==> src/rtl/spm_ctrl_param.sv <==
// -----------------------------------------------------------------------------
// spm_ctrl_param
//
// Control unit for the RISC SPM processor. It runs the fetch/decode/execute
// sequence for a register file of NUM_REGS = 2**REG_SEL_W registers. It drives
// the datapath load strobes and the two bus multiplexer selects. It also
// handles a memory ready/wait-state handshake, skips the operand word of a
// conditional branch that is not taken, and raises a sticky illegal-opcode flag.
//
// Instruction layout (MSB first): {opcode[3:0], dst[REG_SEL_W-1:0], src[REG_SEL_W-1:0]}
// Opcodes: 0 NOP, 1 ADD, 2 SUB, 3 AND, 4 NOT, 5 RD, 6 WR, 7 BR, 8 BRZ.
// Build option SPM_CTRL_BRNZ_EN: when defined, opcode 9 is BRNZ (branch taken
// when zflag=0). When undefined, opcode 9 is illegal, like every other
// undefined opcode.
//
// Ports
//   clk          in   rising-edge clock
//   rst          in   asynchronous, active-high reset
//   instruction  in   IR contents (sampled only in DEC)
//   zflag        in   ALU zero flag (sampled only in DEC)
//   mem_rdy      in   memory completes the current access this cycle
//   load_reg     out  one-hot register load strobes (or all zero)
//   load_pc, inc_pc, load_ir, load_add_r, load_reg_y, load_reg_z, write
//                out  datapath strobes
//   mem_req      out  a memory access is in progress
//   sel_bus_1    out  0..NUM_REGS-1 selects a register, NUM_REGS selects the PC
//   sel_bus_2    out  0 = ALU, 1 = Bus_1, 2 = memory
//   halted       out  controller is in the absorbing HALT state
//   illegal_op   out  sticky flag, set when an undefined opcode is decoded
//
// Outputs are a combinational decode of the registered state. In the memory
// states, the load and increment strobes depend on mem_rdy. This lets them
// fire in the same cycle the memory completes, with no extra cycle.
// -----------------------------------------------------------------------------
module spm_ctrl_param #(
    parameter  int REG_SEL_W = 2,
    localparam int NUM_REGS  = 2**REG_SEL_W,
    localparam int INSTR_W   = 4 + 2*REG_SEL_W
) (
    input  logic                clk,
    input  logic                rst,
    input  logic [INSTR_W-1:0]  instruction,
    input  logic                zflag,
    input  logic                mem_rdy,
    output logic [NUM_REGS-1:0] load_reg,
    output logic                load_pc,
    output logic                inc_pc,
    output logic                load_ir,
    output logic                load_add_r,
    output logic                load_reg_y,
    output logic                load_reg_z,
    output logic                write,
    output logic                mem_req,
    output logic [REG_SEL_W:0]  sel_bus_1,
    output logic [1:0]          sel_bus_2,
    output logic                halted,
    output logic                illegal_op
);

    // Opcodes
    localparam logic [3:0] OP_NOP  = 4'd0;
    localparam logic [3:0] OP_ADD  = 4'd1;
    localparam logic [3:0] OP_SUB  = 4'd2;
    localparam logic [3:0] OP_AND  = 4'd3;
    localparam logic [3:0] OP_NOT  = 4'd4;
    localparam logic [3:0] OP_RD   = 4'd5;
    localparam logic [3:0] OP_WR   = 4'd6;
    localparam logic [3:0] OP_BR   = 4'd7;
    localparam logic [3:0] OP_BRZ  = 4'd8;
`ifdef SPM_CTRL_BRNZ_EN
    localparam logic [3:0] OP_BRNZ = 4'd9;
`endif

    // Bus select encodings
    localparam logic [REG_SEL_W:0] SEL1_PC   = NUM_REGS[REG_SEL_W:0];
    localparam logic [1:0]         SEL2_ALU  = 2'd0;
    localparam logic [1:0]         SEL2_BUS1 = 2'd1;
    localparam logic [1:0]         SEL2_MEM  = 2'd2;

    typedef enum logic [3:0] {
        S_IDLE = 4'd0,
        S_FET1 = 4'd1,
        S_FET2 = 4'd2,
        S_DEC  = 4'd3,
        S_EXE  = 4'd4,
        S_RD1  = 4'd5,
        S_RD2  = 4'd6,
        S_WR1  = 4'd7,
        S_WR2  = 4'd8,
        S_BR1  = 4'd9,
        S_BR2  = 4'd10,
        S_HALT = 4'd11
    } state_t;

    state_t               state_q, state_d;
    logic [REG_SEL_W-1:0] dst_q, dst_d;
    logic [REG_SEL_W-1:0] src_q, src_d;
    logic                 illegal_q, illegal_d;

    logic [3:0]           op_s;
    logic [REG_SEL_W-1:0] dst_s;
    logic [REG_SEL_W-1:0] src_s;

    // One-hot decode of a register index. Every index is in range because
    // NUM_REGS is exactly 2**REG_SEL_W.
    function automatic logic [NUM_REGS-1:0] reg_onehot(input logic [REG_SEL_W-1:0] sel);
        logic [NUM_REGS-1:0] v;
        v      = {NUM_REGS{1'b0}};
        v[sel] = 1'b1;
        return v;
    endfunction

    assign op_s  = instruction[INSTR_W-1 -: 4];
    assign dst_s = instruction[2*REG_SEL_W-1 -: REG_SEL_W];
    assign src_s = instruction[REG_SEL_W-1:0];

    assign halted     = (state_q == S_HALT);
    assign illegal_op = illegal_q;

    // State, latched operand fields and sticky illegal flag
    always_ff @(posedge clk or posedge rst) begin
        if (rst) begin
            state_q   <= S_IDLE;
            dst_q     <= {REG_SEL_W{1'b0}};
            src_q     <= {REG_SEL_W{1'b0}};
            illegal_q <= 1'b0;
        end else begin
            state_q   <= state_d;
            dst_q     <= dst_d;
            src_q     <= src_d;
            illegal_q <= illegal_d;
        end
    end

    // Next-state and output decode
    always_comb begin
        state_d    = state_q;
        dst_d      = dst_q;
        src_d      = src_q;
        illegal_d  = illegal_q;
        load_reg   = {NUM_REGS{1'b0}};
        load_pc    = 1'b0;
        inc_pc     = 1'b0;
        load_ir    = 1'b0;
        load_add_r = 1'b0;
        load_reg_y = 1'b0;
        load_reg_z = 1'b0;
        write      = 1'b0;
        mem_req    = 1'b0;
        sel_bus_1  = {(REG_SEL_W+1){1'b0}};
        sel_bus_2  = SEL2_ALU;

        case (state_q)
            S_IDLE: begin
                state_d = S_FET1;
            end

            S_FET1: begin
                sel_bus_1  = SEL1_PC;
                sel_bus_2  = SEL2_BUS1;
                load_add_r = 1'b1;
                state_d    = S_FET2;
            end

            S_FET2: begin
                mem_req   = 1'b1;
                sel_bus_2 = SEL2_MEM;
                if (mem_rdy) begin
                    load_ir = 1'b1;
                    inc_pc  = 1'b1;
                    state_d = S_DEC;
                end else begin
                    state_d = S_FET2;
                end
            end

            S_DEC: begin
                // Later states use the operand fields captured here, so the
                // IR may change after decode without effect.
                dst_d = dst_s;
                src_d = src_s;
                case (op_s)
                    OP_NOP: begin
                        state_d = S_FET1;
                    end
                    OP_ADD, OP_SUB, OP_AND, OP_NOT: begin
                        sel_bus_1  = {1'b0, src_s};
                        sel_bus_2  = SEL2_BUS1;
                        load_reg_y = 1'b1;
                        state_d    = S_EXE;
                    end
                    OP_RD: begin
                        sel_bus_1  = SEL1_PC;
                        sel_bus_2  = SEL2_BUS1;
                        load_add_r = 1'b1;
                        state_d    = S_RD1;
                    end
                    OP_WR: begin
                        sel_bus_1  = SEL1_PC;
                        sel_bus_2  = SEL2_BUS1;
                        load_add_r = 1'b1;
                        state_d    = S_WR1;
                    end
                    OP_BR: begin
                        sel_bus_1  = SEL1_PC;
                        sel_bus_2  = SEL2_BUS1;
                        load_add_r = 1'b1;
                        state_d    = S_BR1;
                    end
                    OP_BRZ: begin
                        if (zflag) begin
                            sel_bus_1  = SEL1_PC;
                            sel_bus_2  = SEL2_BUS1;
                            load_add_r = 1'b1;
                            state_d    = S_BR1;
                        end else begin
                            // Not taken: step the PC past the target word.
                            inc_pc  = 1'b1;
                            state_d = S_FET1;
                        end
                    end
`ifdef SPM_CTRL_BRNZ_EN
                    OP_BRNZ: begin
                        if (!zflag) begin
                            sel_bus_1  = SEL1_PC;
                            sel_bus_2  = SEL2_BUS1;
                            load_add_r = 1'b1;
                            state_d    = S_BR1;
                        end else begin
                            inc_pc  = 1'b1;
                            state_d = S_FET1;
                        end
                    end
`endif
                    default: begin
                        illegal_d = 1'b1;
                        state_d   = S_HALT;
                    end
                endcase
            end

            S_EXE: begin
                sel_bus_1  = {1'b0, dst_q};
                sel_bus_2  = SEL2_ALU;
                load_reg_z = 1'b1;
                load_reg   = reg_onehot(dst_q);
                state_d    = S_FET1;
            end

            S_RD1, S_WR1: begin
                mem_req   = 1'b1;
                sel_bus_2 = SEL2_MEM;
                if (mem_rdy) begin
                    load_add_r = 1'b1;
                    inc_pc     = 1'b1;
                    state_d    = (state_q == S_RD1) ? S_RD2 : S_WR2;
                end else begin
                    state_d = state_q;
                end
            end

            S_RD2: begin
                mem_req   = 1'b1;
                sel_bus_2 = SEL2_MEM;
                if (mem_rdy) begin
                    load_reg = reg_onehot(dst_q);
                    state_d  = S_FET1;
                end else begin
                    state_d = S_RD2;
                end
            end

            S_WR2: begin
                // write is held for every cycle of the access. Memory
                // commits in the mem_rdy cycle.
                mem_req   = 1'b1;
                sel_bus_1 = {1'b0, src_q};
                write     = 1'b1;
                if (mem_rdy) begin
                    state_d = S_FET1;
                end else begin
                    state_d = S_WR2;
                end
            end

            S_BR1: begin
                mem_req   = 1'b1;
                sel_bus_2 = SEL2_MEM;
                if (mem_rdy) begin
                    load_add_r = 1'b1;
                    state_d    = S_BR2;
                end else begin
                    state_d = S_BR1;
                end
            end

            S_BR2: begin
                mem_req   = 1'b1;
                sel_bus_2 = SEL2_MEM;
                if (mem_rdy) begin
                    load_pc = 1'b1;
                    state_d = S_FET1;
                end else begin
                    state_d = S_BR2;
                end
            end

            S_HALT: begin
                state_d = S_HALT;
            end

            default: begin
                state_d = S_IDLE;
            end
        endcase
    end

endmodule

==> config.mk <==
export PLATFORM = sky130hd
export DESIGN_NAME = spm_ctrl_param
export DESIGN_NICKNAME = d
export VERILOG_FILES = /design/src/rtl/spm_ctrl_param.sv
export SDC_FILE = /design/constraint.sdc
export NUM_CORES = 1
export LEC_CHECK = 0
export CAP_MARGIN = 20
export CORE_MARGIN = 1
export CORE_UTILIZATION = 45
export CTS_BUF_LIST = sky130_fd_sc_hd__clkbuf_16
export CTS_CLUSTER_SIZE = 10
export DETAILED_ROUTE_END_ITERATION = 8
export GPL_ROUTABILITY_DRIVEN = 0
export PLACE_DENSITY_LB_ADDON = 0.05
export SYNTH_ARGS = -nofsm -noshare
export SYNTH_HDL_FRONTEND = slang
export SYNTH_SLANG_ARGS = --single-unit
==> constraint.sdc <==
create_clock -name clk -period 3.7 [get_ports clk]
set_input_delay 0.74 -clock clk [delete_from_list [all_inputs] [get_ports clk]]
set_output_delay 0.74 -clock clk [all_outputs]
set_load 0.05 [all_outputs]
-- Word level (Yosys, flattened, before mapping)
Cells that the tools add are included.
- word-level logic and storage cells: 75
- output and inout port bits: 19
- memory bits (writable): 0
- memories: 0
- ROM bits: 0
- register bits: 9
- latch bits: 0
- add/subtract/negate cells: 0
- reductions and logical operators: 14
- multipliers: 0
- shift operators: 0
- $lt $le $gt $ge: 2
- eq/ne operators: 20
- muxes and demuxes: 34
- bitwise gates (word level): 1
- div/mod/pow operators: 0
- operators with widths (cell ; count):
    case mux 4 bit (10 select lines) ; 1
    == test 4 x 3 -> 1 bit, second input constant ; 8
    2-to-1 mux 4 bit ; 6
    case mux 4 bit (6 select lines) ; 1
    == test 4 bit, second input constant ; 5
    == test 4 x 2 -> 1 bit, second input constant ; 4
    2-to-1 mux 1 bit ; 14
    OR reduction 7 bit ; 2
    case mux 3 bit (4 select lines) ; 1
    case mux 3 bit (3 select lines) ; 1
    OR reduction 3 bit ; 3
    OR reduction 9 bit ; 1
    == test 4 x 1 -> 1 bit, second input constant ; 2
    logical NOT 4 bit ; 2
    case mux 4 bit (2 select lines) ; 1
    2-to-1 mux 3 bit ; 2
    case mux 1 bit (2 select lines) ; 3
    case mux 2 bit (3 select lines) ; 1
    OR reduction 6 bit ; 1
    OR reduction 2 bit ; 2
    OR reduction 4 bit ; 1
    < comparator 2 x 3 -> 1 bit, second input constant ; 1
    case mux 1 bit (3 select lines) ; 1
    demux 1 bit (select 2 bit) ; 1
    6 further kinds ; 6

-- Depth between registers and ports, before layout
Gate-level depths: netlist of the first run.
- word-level depth: 6
- mapped depth: 5

-- Worst setup path after synthesis of the first run
No wires, ideal clock.
- path type: input -> output
- from: input mem_rdy
- to: output load_reg[1]
- cell stages on the path: 4
- arrival time: 2.751 ns
- path slack: 0.209 ns
- required time: 2.960 ns
- path through: buf_2 > or2b_1 > nand2_1 > nor4b_1
- word-level cells in the longest chain between the ends: 2
- ends and longest elaborated chain (element ; line ; RTL):
    start: declaration ; 44 ; input logic mem_rdy,
    2-to-1 mux 4 bit ; 265 ; if (mem_rdy) begin
    case mux 4 bit (2 select lines) ; 153 ; case (state_q)
    end: declaration ; 45 ; output logic [NUM_REGS-1:0] load_reg,
Every way passes these cells.

-- Worst setup path after layout of the first run
- from: input instruction[4]
- to: output sel_bus_1[0]
- word-level cells in the longest chain between the ends: 4
- ends and longest elaborated chain (element ; line ; RTL):
    start: declaration ; 42 ; input logic [INSTR_W-1:0] instruction,
    == test 4 x 1 -> 1 bit (tied with other cells) ; 182 ; case (op_s)
    OR reduction 4 bit / OR reduction 3 bit (equally long branches) ; - ;
    case mux 3 bit (3 select lines) * ; 182 ;
    case mux 3 bit (4 select lines) * ; 153 ;
    end: declaration ; 54 ; output logic [REG_SEL_W:0] sel_bus_1,
Mark *: on every way between the ends. The rest lies on a longest branch, timed or not.

==> key figures, run 1 <==
Timing
  • Final period utilization: between 90% and 100%
  • Final Hold Fails: 0
  • Setup TNS: 0 ns
  • FMAX: between 200 and 300 MHz
  • Min cycle time layout: around 3.5 ns
  • Final Worst Setup Slack: ~0.21 ns
  • RSZ-0062 raised after global routing: no
  • Worst rel slew slack: 65.04%
  • Slew @ Worst Pin: between 0.5 and 0.6 ns
  • Max Slew Vio Count: 0
  • Worst Skew: around 0.0010 ns
  • # setup viols final: 0

Drt
  • Iteration-0 DRC Markers: 34
  • Post-route DRC: 0
  • DR vias/cell: between 5 and 6
  • Drt first pass iters: 6
  • Post-route ant nets: 0
  • DR WL/cell: 14.72 um
  • Drt total wl: 2.325 mm
  • Via count: 910

Setup path
  • Critical Path End: sel_bus_1[0]
  • Worst path required time: 2.96 ns
  • Critical Path Start: instruction[4]
  • Worst R2R End: dst_q[1]$_DFFE_PP0P_
  • Crit path capture type: output pin
  • Worst Reg2Reg Path Length in Cells: 2
  • Worst Path Arrival: approximately 2.8 ns
  • Worst R2R Start: state_q[0]$_DFFE_PP0P_
  • Crit path max fanout: 9
  • Reg-to-reg slack, setup: ~2.1 ns
  • Type of the worst setup path: input port to output pin
  • Setup crit start kind: input port

Yosys
  • Cell types occupying the most area after synthesis: dfrtp_1, nand2b_1, o21ai_0
  • Area share of the largest cell type after synthesis: approximately a quarter
  • Largest family of logic cells by synthesized area: simple AND/OR/NAND/NOR gates
  • Synth Flop Type: dfrtp_1
  • Post-synth EDFFs: 0
  • Seq/Total Area, Yosys: about a quarter
  • Share of flip-flops with an asynchronous set or reset: 100.0%
  • Leading area contributor after synthesis: dfrtp_1
  • Area of the mapped netlist: 880.8 um^2
  • Synth Area in Adders: 0%
  • Avg Inst Size Synth: roughly 8.3 um^2
  • Post-Syn Instances: 106
  • Synth warn: 0
  • Simple logic cell fraction of the synthesized area: 34.94%
  • Mux cell area share after synthesis: 5.824%
  • Post-Syn Nets: between 100 and 150
  • Most frequent cells after synthesis: dfrtp_1, nand2_1, nor2_1, o21ai_0, nand2b_1
  • Synth Area in Compound Gates: a little over a quarter
  • Cell variety after synth: between 40 and 50
  • Synth Area in XOR/XNOR: 0%
  • Register bit total from synthesis: 9

Global route
  • Initial antenna violation count: 0
  • Vias in the first global route: just over 800
  • Pin count of the biggest net entering global routing: 19
  • First-pass GRT wire length: 3.588 mm
  • Remaining Overflow, GRT: 0
  • Total GRT Usage: a little under a quarter

Die
  • Die width: roughly 46 um
  • Initial core utilization: slightly below 50%
  • Total core area: between 1500 and 2000 um^2
  • Site Rows: 15
  • Die ar.: approximately 2100 um^2
  • Io pins: 31
  • Die H: ~46 um

Clocking
  • H-tree levels: 1
  • Clock sink total: 9
  • Post-cts sizing count: 0
  • Max Buffers Root-to-Sink: 2
  • TritonCTS clock tree: done
  • TritonCTS buffer count: 3
  • Cts hold-fix bufs: 0
  • Root Buffer: clkbuf_16
  • Insertion delay to the later sink of the worst-skew pair: 0.23 ns
  • Post-CTS setup buffers: 0
  • Reg clk slew, reported paths: 0.04 ns

Final layout
  • Share of cells above drive strength 1: between 20% and 30%
  • Nets: roughly 150
  • # fillers: between 100 and 150
  • Diodes inserted: 0
  • Area Growth Syn to Fin: 44.03%

Pwr
  • NetSw: 0.6165 mW
  • Power share of the combinational group: 64.9%
  • Sw Share: approximately half
  • Part of the power in registers: 20.1%
  • Power Internal: between 0.6 and 0.7 mW
  • LEAKAGE: approximately 0.52 nW
  • Pwr Density: just under 1000 nW/um^2
  • Peak supply drop: around 0.00089 V
  • Clock group share of total power: 15.0%

Placement
  • Dpl hpwl: ~1.7 mm
  • # port buffers: 30
  • Dpl ws: 0.2143 ns

Worst hold path
  • HP Class: register to register

Run
  • Max-cap violation count: 0

Status
  • Outcome: completed
registers in the layout (all words and copies together), names as in the netlist:
name        count
state_q         4
illegal_op      1
src_q           2
dst_q           2
critical path, stage by stage:
cell and delay (ns):
clkdlybuf4s50_1 0.54, or3_4 0.44, nand3b_1 0.20, o22ai_1 0.12
clkdlybuf4s50_1 0.71
final cells by class:
class	count	area (um^2)	area share, %
timing repair buffer	32	327.8	25.84
multi-input combinational	84	590.6	46.55
clock inverter	1	3.754	0.2959
tap	25	31.28	2.465
clock buffer	3	75.07	5.917
inverter	4	15.01	1.183
sequential	9	225.2	17.75
kinds of logic (layout without fill, tap and decap cells):
group                  Yosys count  in the layout
AO/OA/AOI/OAI                   29             29
multiplexers                     4              4
flip-flops                       9              9
AND/OR/NAND/NOR                 51             51
buffers and inverters           13             40
metrics by stage:
stage	area, um^2	hold WS [ns]	util [%]	instances	total power [mW]
4_1_cts	1269	0.4736	71.16	158	1.257
5_1_grt	1269	0.4853	71.16	158	1.322
2_1_floorplan	880.8	0.5083	-	106	0.8249
3_5_place_dp	1190	0.4614	66.74	154	1.061
6_report	1269	0.4675	71.16	158	1.253
3_3_place_gp	1190	0.4580	66.74	154	1.048
per-layer routing:
layer	up-vias	global-route usage [%]	share of wire [%]
li1	452	-	-
met5	-	0	0
met2	28	38.59	50
met4	0	3.529	0
met1	430	31.91	46
met3	0	3.529	4.0
power groups by stage:
stage	sequential (mW)	combinational (mW)	clock, mW
final	0.252	0.814	0.187
after global routing	0.265	0.863	0.195
after CTS	0.250	0.818	0.188
after detailed placement	0.250	0.811	0
after global placement	0.246	0.802	0
after floorplan	0.185	0.640	0
how the worst min path moves through the flow:
stage,startpoint,depth (start not counted),to
after global placement,illegal_op$_DFFE_PP0P_,1,illegal_op$_DFFE_PP0P_
after floorplan,src_q[0]$_DFFE_PP0P_,2,src_q[0]$_DFFE_PP0P_
after global routing,illegal_op$_DFFE_PP0P_,1,illegal_op$_DFFE_PP0P_
after CTS,illegal_op$_DFFE_PP0P_,1,illegal_op$_DFFE_PP0P_
final,illegal_op$_DFFE_PP0P_,1,illegal_op$_DFFE_PP0P_
after detailed placement,illegal_op$_DFFE_PP0P_,1,illegal_op$_DFFE_PP0P_
cells in the final DEF (no fill, tap or decap), types with 2 or more instances in the layout:
| cell type | count |
|---|---|
| nand2_1 | 9 |
| a21oi_1 | 4 |
| nor2b_1 | 2 |
| o22ai_1 | 2 |
| nor4_1 | 2 |
| and3_1 | 2 |
| nor2_1 | 8 |
| nor3_1 | 3 |
| inv_1 | 5 |
| nor4b_1 | 3 |
| mux2_4 | 2 |
| and2_1 | 2 |
| o21a_1 | 2 |
| clkbuf_16 | 3 |
| buf_4 | 9 |
| o21bai_1 | 2 |
| dfrtp_1 | 9 |
| o21ai_0 | 7 |
| a22oi_1 | 2 |
| buf_12 | 3 |
| nand2b_1 | 6 |
| clkdlybuf4s50_1 | 20 |
Power figures use the tool's default switching activity.
==> run 2: changes to the inputs <==
- CTS_CLUSTER_SIZE: 10 -> default
- PLACE_DENSITY: default -> 0.8
- PLACE_DENSITY_LB_ADDON: 0.05 -> default
==> key figures, run 2 (synthesis results as in run 1) <==
Clocking
  • TritonCTS buffer count: 3 (unchanged)
  • H-tree levels: 1 (unchanged)
  • Reg clk slew, reported paths: 0.04 ns (about the same)
  • Max Buffers Root-to-Sink: 2 (unchanged)
  • Root Buffer: clkbuf_16
  • Clock sink total: 9 (unchanged)
  • Cts hold-fix bufs: 0 (unchanged)
  • TritonCTS clock tree: done
  • Post-cts sizing count: 0 (unchanged)
  • Insertion delay to the later sink of the worst-skew pair: 0.24 ns (about the same)
  • Post-CTS setup buffers: 0 (unchanged)

Setup path
  • Critical path's slowest cell: clkdlybuf4s50_1
  • Crit path capture type: output pin
  • CP bufs+invs: 2 (unchanged)
  • CP peak stage delay: 0.71 ns (about the same)
  • Worst path required time: 2.96 ns (about the same)
  • Cell family with most CP delay: buffers and inverters
  • Setup crit start kind: input port
  • Type of the worst setup path: input port to output pin
  • Worst Path Arrival: 2.73 ns (-0.02 ns)
  • Top cell by count, worst path: clkdlybuf4s50_1
  • CP Cell Sequence: clkdlybuf4s50_1, or3_4, nand3b_1, o22ai_1, clkdlybuf4s50_1
  • Crit path max fanout: 9 (unchanged)

Global route
  • Vias in the first global route: 814 (+0.87%)
  • Remaining Overflow, GRT: 0 (unchanged)
  • Pin count of the biggest net entering global routing: 19 (unchanged)
  • Total GRT Usage: 25.12% (+1.9 points)
  • First-pass GRT wire length: 3.726 mm (+3.8%)
  • Initial antenna violation count: 0 (unchanged)

Timing
  • RSZ-0062 raised after global routing: no
  • FMAX: 288.6 MHz (+0.67%)
  • # setup viols final: 0 (unchanged)
  • Worst rel slew slack: 65.79% (+0.75 points)
  • Max Slew Vio Count: 0 (unchanged)
  • Min cycle time layout: 3.465 ns (-0.02309 ns)
  • Slew @ Worst Pin: 0.5115 ns (-0.01283 ns)
  • Final period utilization: 93.66% (-0.62 points)
  • Setup TNS: 0 ns (unchanged)
  • Final Hold Fails: 0 (unchanged)
  • Worst Skew: 0.001733 ns (+0.0007249 ns)
  • Final hold slack: 0.4775 ns (+0.009996 ns)

Pwr
  • Part of the power in registers: 20.3% (+0.2 points)
  • Overall power: 1.221 mW (-2.6%)
  • Clock group share of total power: 15.8% (+0.8 points)
  • LEAKAGE: 0.5061 nW (-2.5%)
  • Pwr Density: 986.4 nW/um^2 (-0.14%)
  • Power share of the combinational group: 63.9% (-1.0 points)
  • Power Internal: 0.6056 mW (-4.9%)
  • Peak supply drop: 0.0006434 V (-28%)
  • NetSw: 0.6151 mW (-0.23%)
  • Sw Share: 50.39% (+1.2 points)

Drt
  • Post-route DRC: 0 (unchanged)
  • Drt first pass iters: 4 (-2)
  • DR vias/cell: 5.898 (+2.4%)
  • Drt total wl: 2.370 mm (+1.9%)
  • Via count: 926 (+1.8%)
  • Post-route ant nets: 0 (unchanged)
  • Iteration-0 DRC Markers: 15 (-56%)
  • DR WL/cell: 15.10 um (+2.6%)

Final layout
  • Share of cells above drive strength 1: 21.97% (+0.17 points)
  • Nets: 145 (-0.68%)
  • Most frequent cells in the layout: clkdlybuf4s50_1, buf_4, nand2_1, dfrtp_1, nor2_1
  • Biggest regs: state_q: 4 flops, dst_q: 2 flops, src_q: 2 flops
  • Most common cell after layout, fill and taps aside: clkdlybuf4s50_1
  • Number of flip-flops under the largest register name: 4 (unchanged)
  • Diodes inserted: 0 (unchanged)
  • Largest Register: state_q
  • Area Growth Syn to Fin: 40.48%

Die
  • Io pins: 31 (unchanged)
  • Total core area: 1783 um^2 (unchanged)
  • Die width: 46.24 um (unchanged)
  • Die ar.: 2138 um^2 (unchanged)
  • Site Rows: 15 (unchanged)
  • Initial core utilization: 49.40% (unchanged)
  • Die H: 46.24 um (unchanged)

Placement
  • # port buffers: 30 (unchanged)
  • Dpl hpwl: 1.773 mm (+5.2%)

Run
  • Max-cap violation count: 0 (unchanged)

Status
  • Outcome: completed

Worst hold path
  • HP Class: register to register
-- run 2: worst reg2reg max path: cells and delay by family, from the launching register on --
kind | cells | cell delay (ns)
muxes | 1 | 0.34
and+or+nand+nor | 1 | 0.48
DFF | 1 | 0.63
-- run 2: power groups by stage --
stage | Combinational (mW) | Sequential [mW] | Clock, mW
2_1_floorplan | 0.640 | 0.185 | 0
3_3_place_gp | 0.766 | 0.246 | 0
3_5_place_dp | 0.775 | 0.247 | 0
4_1_cts | 0.782 | 0.245 | 0.196
5_1_grt | 0.828 | 0.262 | 0.202
6_report | 0.780 | 0.248 | 0.193
-- run 2: final timing paths --
check,slack [ns],startpoint,cells after the start,to
worst min register to register,0.48,illegal_op$_DFFE_PP0P_,1,illegal_op$_DFFE_PP0P_
worst min-delay path,0.48,illegal_op$_DFFE_PP0P_,1,illegal_op$_DFFE_PP0P_
worst max-delay path,0.23,instruction[4],5,sel_bus_1[0]
max in group asynchronous,2.67,rst,2,state_q[3]$_DFFE_PP0P_
min in group asynchronous,0.78,rst,2,illegal_op$_DFFE_PP0P_
worst max register to register,2.13,state_q[0]$_DFFE_PP0P_,2,dst_q[1]$_DFFE_PP0P_
-- run 2: cell type report --
| class | count | area, um^2 |
|---|---|---|
| clock buffers | 3 | 75.07 |
| inverters | 4 | 15.01 |
| multi-input cells | 84 | 590.6 |
| clock inverters | 1 | 5.005 |
| well taps | 25 | 31.28 |
| repair buffers | 31 | 295.3 |
| flip-flops and latches | 9 | 225.2 |
| fillers | 143 | 545.5 |
-- run 2: per-stage QoR --
stage / setup slack, ns / instances / utilization, % / cell area, um^2
after detailed placement: 0.2587 / 153 / 64.91 / 1157
after CTS: 0.2480 / 157 / 69.40 / 1237
final: 0.2348 / 157 / 69.40 / 1237
after floorplan: 0.2095 / 106 / - / 880.8
after global placement: 0.3057 / 153 / 64.91 / 1157
after global routing: 0.1492 / 157 / 69.40 / 1237
-- run 2: layer usage --
layer,share of wire [%],global-route usage (%),routed length (um)
met1,45,32.22,1067
met2,51,40.85,1201
met3,3.7,5.882,88
met4,0.55,8.824,13
met5,0,0,0
==> run 3: changes to the inputs <==
- DONT_BUFFER_PORTS: default -> 1
- PLACE_DENSITY: 0.8 -> default
==> key figures, run 3 (synthesis results as in run 1) <==
Timing
  • Worst rel slew slack: 40.97% (-25 points)
  • Min cycle time layout: 2.836 ns (-0.6294 ns)
  • Slew @ Worst Pin: 0.8822 ns (+0.3707 ns)
  • Setup TNS: 0 ns (unchanged)
  • Final period utilization: 76.64% (-17 points)
  • Max Slew Vio Count: 0 (unchanged)
  • RSZ-0062 raised after global routing: no
  • Final Worst Setup Slack: 0.8642 ns (+0.6294 ns)
  • Worst Skew: 0.0006787 ns (-0.001054 ns)
  • FMAX: 352.6 MHz (+22%)
  • Final Hold Fails: 0 (unchanged)
  • # setup viols final: 0 (unchanged)
  • Final hold slack: 0.3535 ns (-0.1239 ns)

Clocking
  • Post-cts sizing count: 0 (unchanged)
  • TritonCTS buffer count: 3 (unchanged)
  • TritonCTS clock tree: done
  • Root Buffer: clkbuf_16
  • Clock sink total: 9 (unchanged)
  • H-tree levels: 1 (unchanged)
  • Insertion delay to the later sink of the worst-skew pair: 0.24 ns (about the same)
  • Reg clk slew, reported paths: 0.04 ns (about the same)
  • Cts hold-fix bufs: 0 (unchanged)
  • Post-CTS setup buffers: 0 (unchanged)
  • Max Buffers Root-to-Sink: 2 (unchanged)

Final layout
  • Most frequent cells in the layout: buf_4, nand2_1, dfrtp_1, nor2_1, o21ai_0
  • Share of cells above drive strength 1: 28.83% (+6.9 points)
  • Biggest regs: state_q: 4 flops, dst_q: 2 flops, src_q: 2 flops
  • Nets: 124 (-14%)
  • Post-route cell area: 1047 um^2 (-15%)
  • # fillers: 173 (+21%)
  • Largest Register: state_q
  • Most common cell after layout, fill and taps aside: buf_4
  • Area Growth Syn to Fin: 18.89%
  • Diodes inserted: 0 (unchanged)
  • Number of flip-flops under the largest register name: 4 (unchanged)

Placement
  • Placed Area: 968.4 um^2 (-16%)
  • Dpl hpwl: 1.517 mm (-14%)
  • Dpl ws: 1.069 ns (+0.8108 ns)
  • # port buffers: 0 (-100%)

Setup path
  • Stages on the worst setup path: 4 (-1)
  • Worst Path Arrival: 2.10 ns (-0.63 ns)
  • Worst path required time: 2.96 ns (about the same)
  • Type of the worst setup path: register to output pin
  • CP peak stage delay: 0.73 ns (+0.02 ns)
  • Worst R2R Start: state_q[0]$_DFFE_PP0P_
  • CP Cell Sequence: and4bb_1, nand2_2, o32ai_2, buf_4
  • Worst Reg2Reg Path Length in Cells: 2 (unchanged)
  • Crit path capture type: output pin
  • Critical path's slowest cell: dfrtp_1
  • Cell family with most CP delay: flip-flops
  • CP bufs+invs: 1 (-1)
  • Crit path max fanout: 18 (+9)
  • Setup crit start kind: register
  • Critical Path Start: state_q[0]$_DFFE_PP0P_

Pwr
  • NetSw: 0.5979 mW (-2.8%)
  • Clock group share of total power: 16.9% (+1.1 points)
  • Pwr Density: 1065 nW/um^2 (+7.9%)
  • LEAKAGE: 0.4269 nW (-16%)
  • Peak supply drop: 0.0004816 V (-25%)
  • Sw Share: 53.63% (+3.2 points)
  • Power Internal: 0.5170 mW (-15%)
  • Power share of the combinational group: 59.1% (-4.8 points)
  • Part of the power in registers: 23.9% (+3.6 points)

Die
  • Initial core utilization: 49.40% (unchanged)
  • Io pins: 31 (unchanged)
  • Die width: 46.24 um (unchanged)
  • Die ar.: 2138 um^2 (unchanged)
  • Site Rows: 15 (unchanged)
  • Die H: 46.24 um (unchanged)
  • Total core area: 1783 um^2 (unchanged)

Drt
  • DR WL/cell: 15.35 um (+1.7%)
  • DR vias/cell: 5.919 (+0.36%)
  • Post-route DRC: 0 (unchanged)
  • Drt first pass iters: 4 (unchanged)
  • Drt total wl: 2.087 mm (-12%)
  • Iteration-0 DRC Markers: 25 (+10)
  • Post-route ant nets: 0 (unchanged)
  • Via count: 805 (-13%)

Run
  • Max-cap violation count: 0 (unchanged)

Global route
  • First-pass GRT wire length: 3.146 mm (-16%)
  • Initial antenna violation count: 0 (unchanged)
  • Pin count of the biggest net entering global routing: 19 (unchanged)
  • Remaining Overflow, GRT: 0 (unchanged)
  • Total GRT Usage: 21.42% (-3.7 points)
  • Vias in the first global route: 694 (-15%)

Status
  • Outcome: completed

Worst hold path
  • HP Class: input port to asynchronous set/reset pin
[run 3: cell count changes in the layout (fill, tap and decap cells not counted)]
| cell | before | now |
|---|---|---|
| nor4_2 | 0 | 2 |
| inv_1 | 4 | 5 |
| clkdlybuf4s50_1 | 20 | 0 |
| nor4bb_2 | 0 | 1 |
| nor4b_2 | 0 | 2 |
| nor4bb_1 | 1 | 0 |
| buf_12 | 1 | 0 |
| nor4_1 | 2 | 0 |
| clkinv_2 | 1 | 0 |
| nor4b_1 | 3 | 1 |
[run 3: cell type report]
type                    count  area, um^2  area share [%]
multi-input cells          84       621.8           59.38
inverters                   4       15.01           1.434
well taps                  25       31.28           2.987
flip-flops and latches      9       225.2           21.51
clock inverters             1       3.754          0.3584
clock buffers               3       75.07           7.168
repair buffers             10       75.07           7.168
[run 3: layer usage]
layer,global-route usage [%],vias to the layer above,share of wire [%]
li1,-,397,-
met5,0,-,0
met3,4.706,5,5.3
met2,34.08,29,47
met4,8.824,0,1.3
met1,27.85,374,46
[run 3: path summary, 6_finish.rpt]
path	slack [ns]	end
setup / recovery	0.86	inc_pc
hold / removal	0.35	src_q[1]$_DFFE_PP0P_
setup reg to reg	2.00	dst_q[1]$_DFFE_PP0P_
hold reg to reg	0.54	src_q[0]$_DFFE_PP0P_
max in group asynchronous	3.09	dst_q[0]$_DFFE_PP0P_
min in group clk	0.54	src_q[0]$_DFFE_PP0P_
[run 3: per-stage QoR]
stage / power [mW] / cells / util (%)
6_report: 1.115 / 136 / 58.74
5_1_grt: 1.175 / 136 / 58.74
4_1_cts: 1.120 / 136 / 58.74
3_5_place_dp: 0.9242 / 132 / 54.32
3_3_place_gp: 0.9187 / 132 / 54.32
2_1_floorplan: 0.8249 / 106 / -
[run 3: worst register-to-register path, delay by kind of cell (launching register included)]
family / cells / cell delay [ns]
flip-flops: 1 / 0.73
multiplexers: 1 / 0.34
AND/OR/NAND/NOR: 1 / 0.52
[run 3: power groups by stage]
stage | Clock, mW | Combinational (mW) | Sequential (mW)
6_report | 0.189 | 0.659 | 0.267
5_1_grt | 0.198 | 0.701 | 0.277
3_5_place_dp | 0 | 0.657 | 0.268
3_3_place_gp | 0 | 0.656 | 0.263
4_1_cts | 0.193 | 0.661 | 0.266
2_1_floorplan | 0 | 0.640 | 0.185
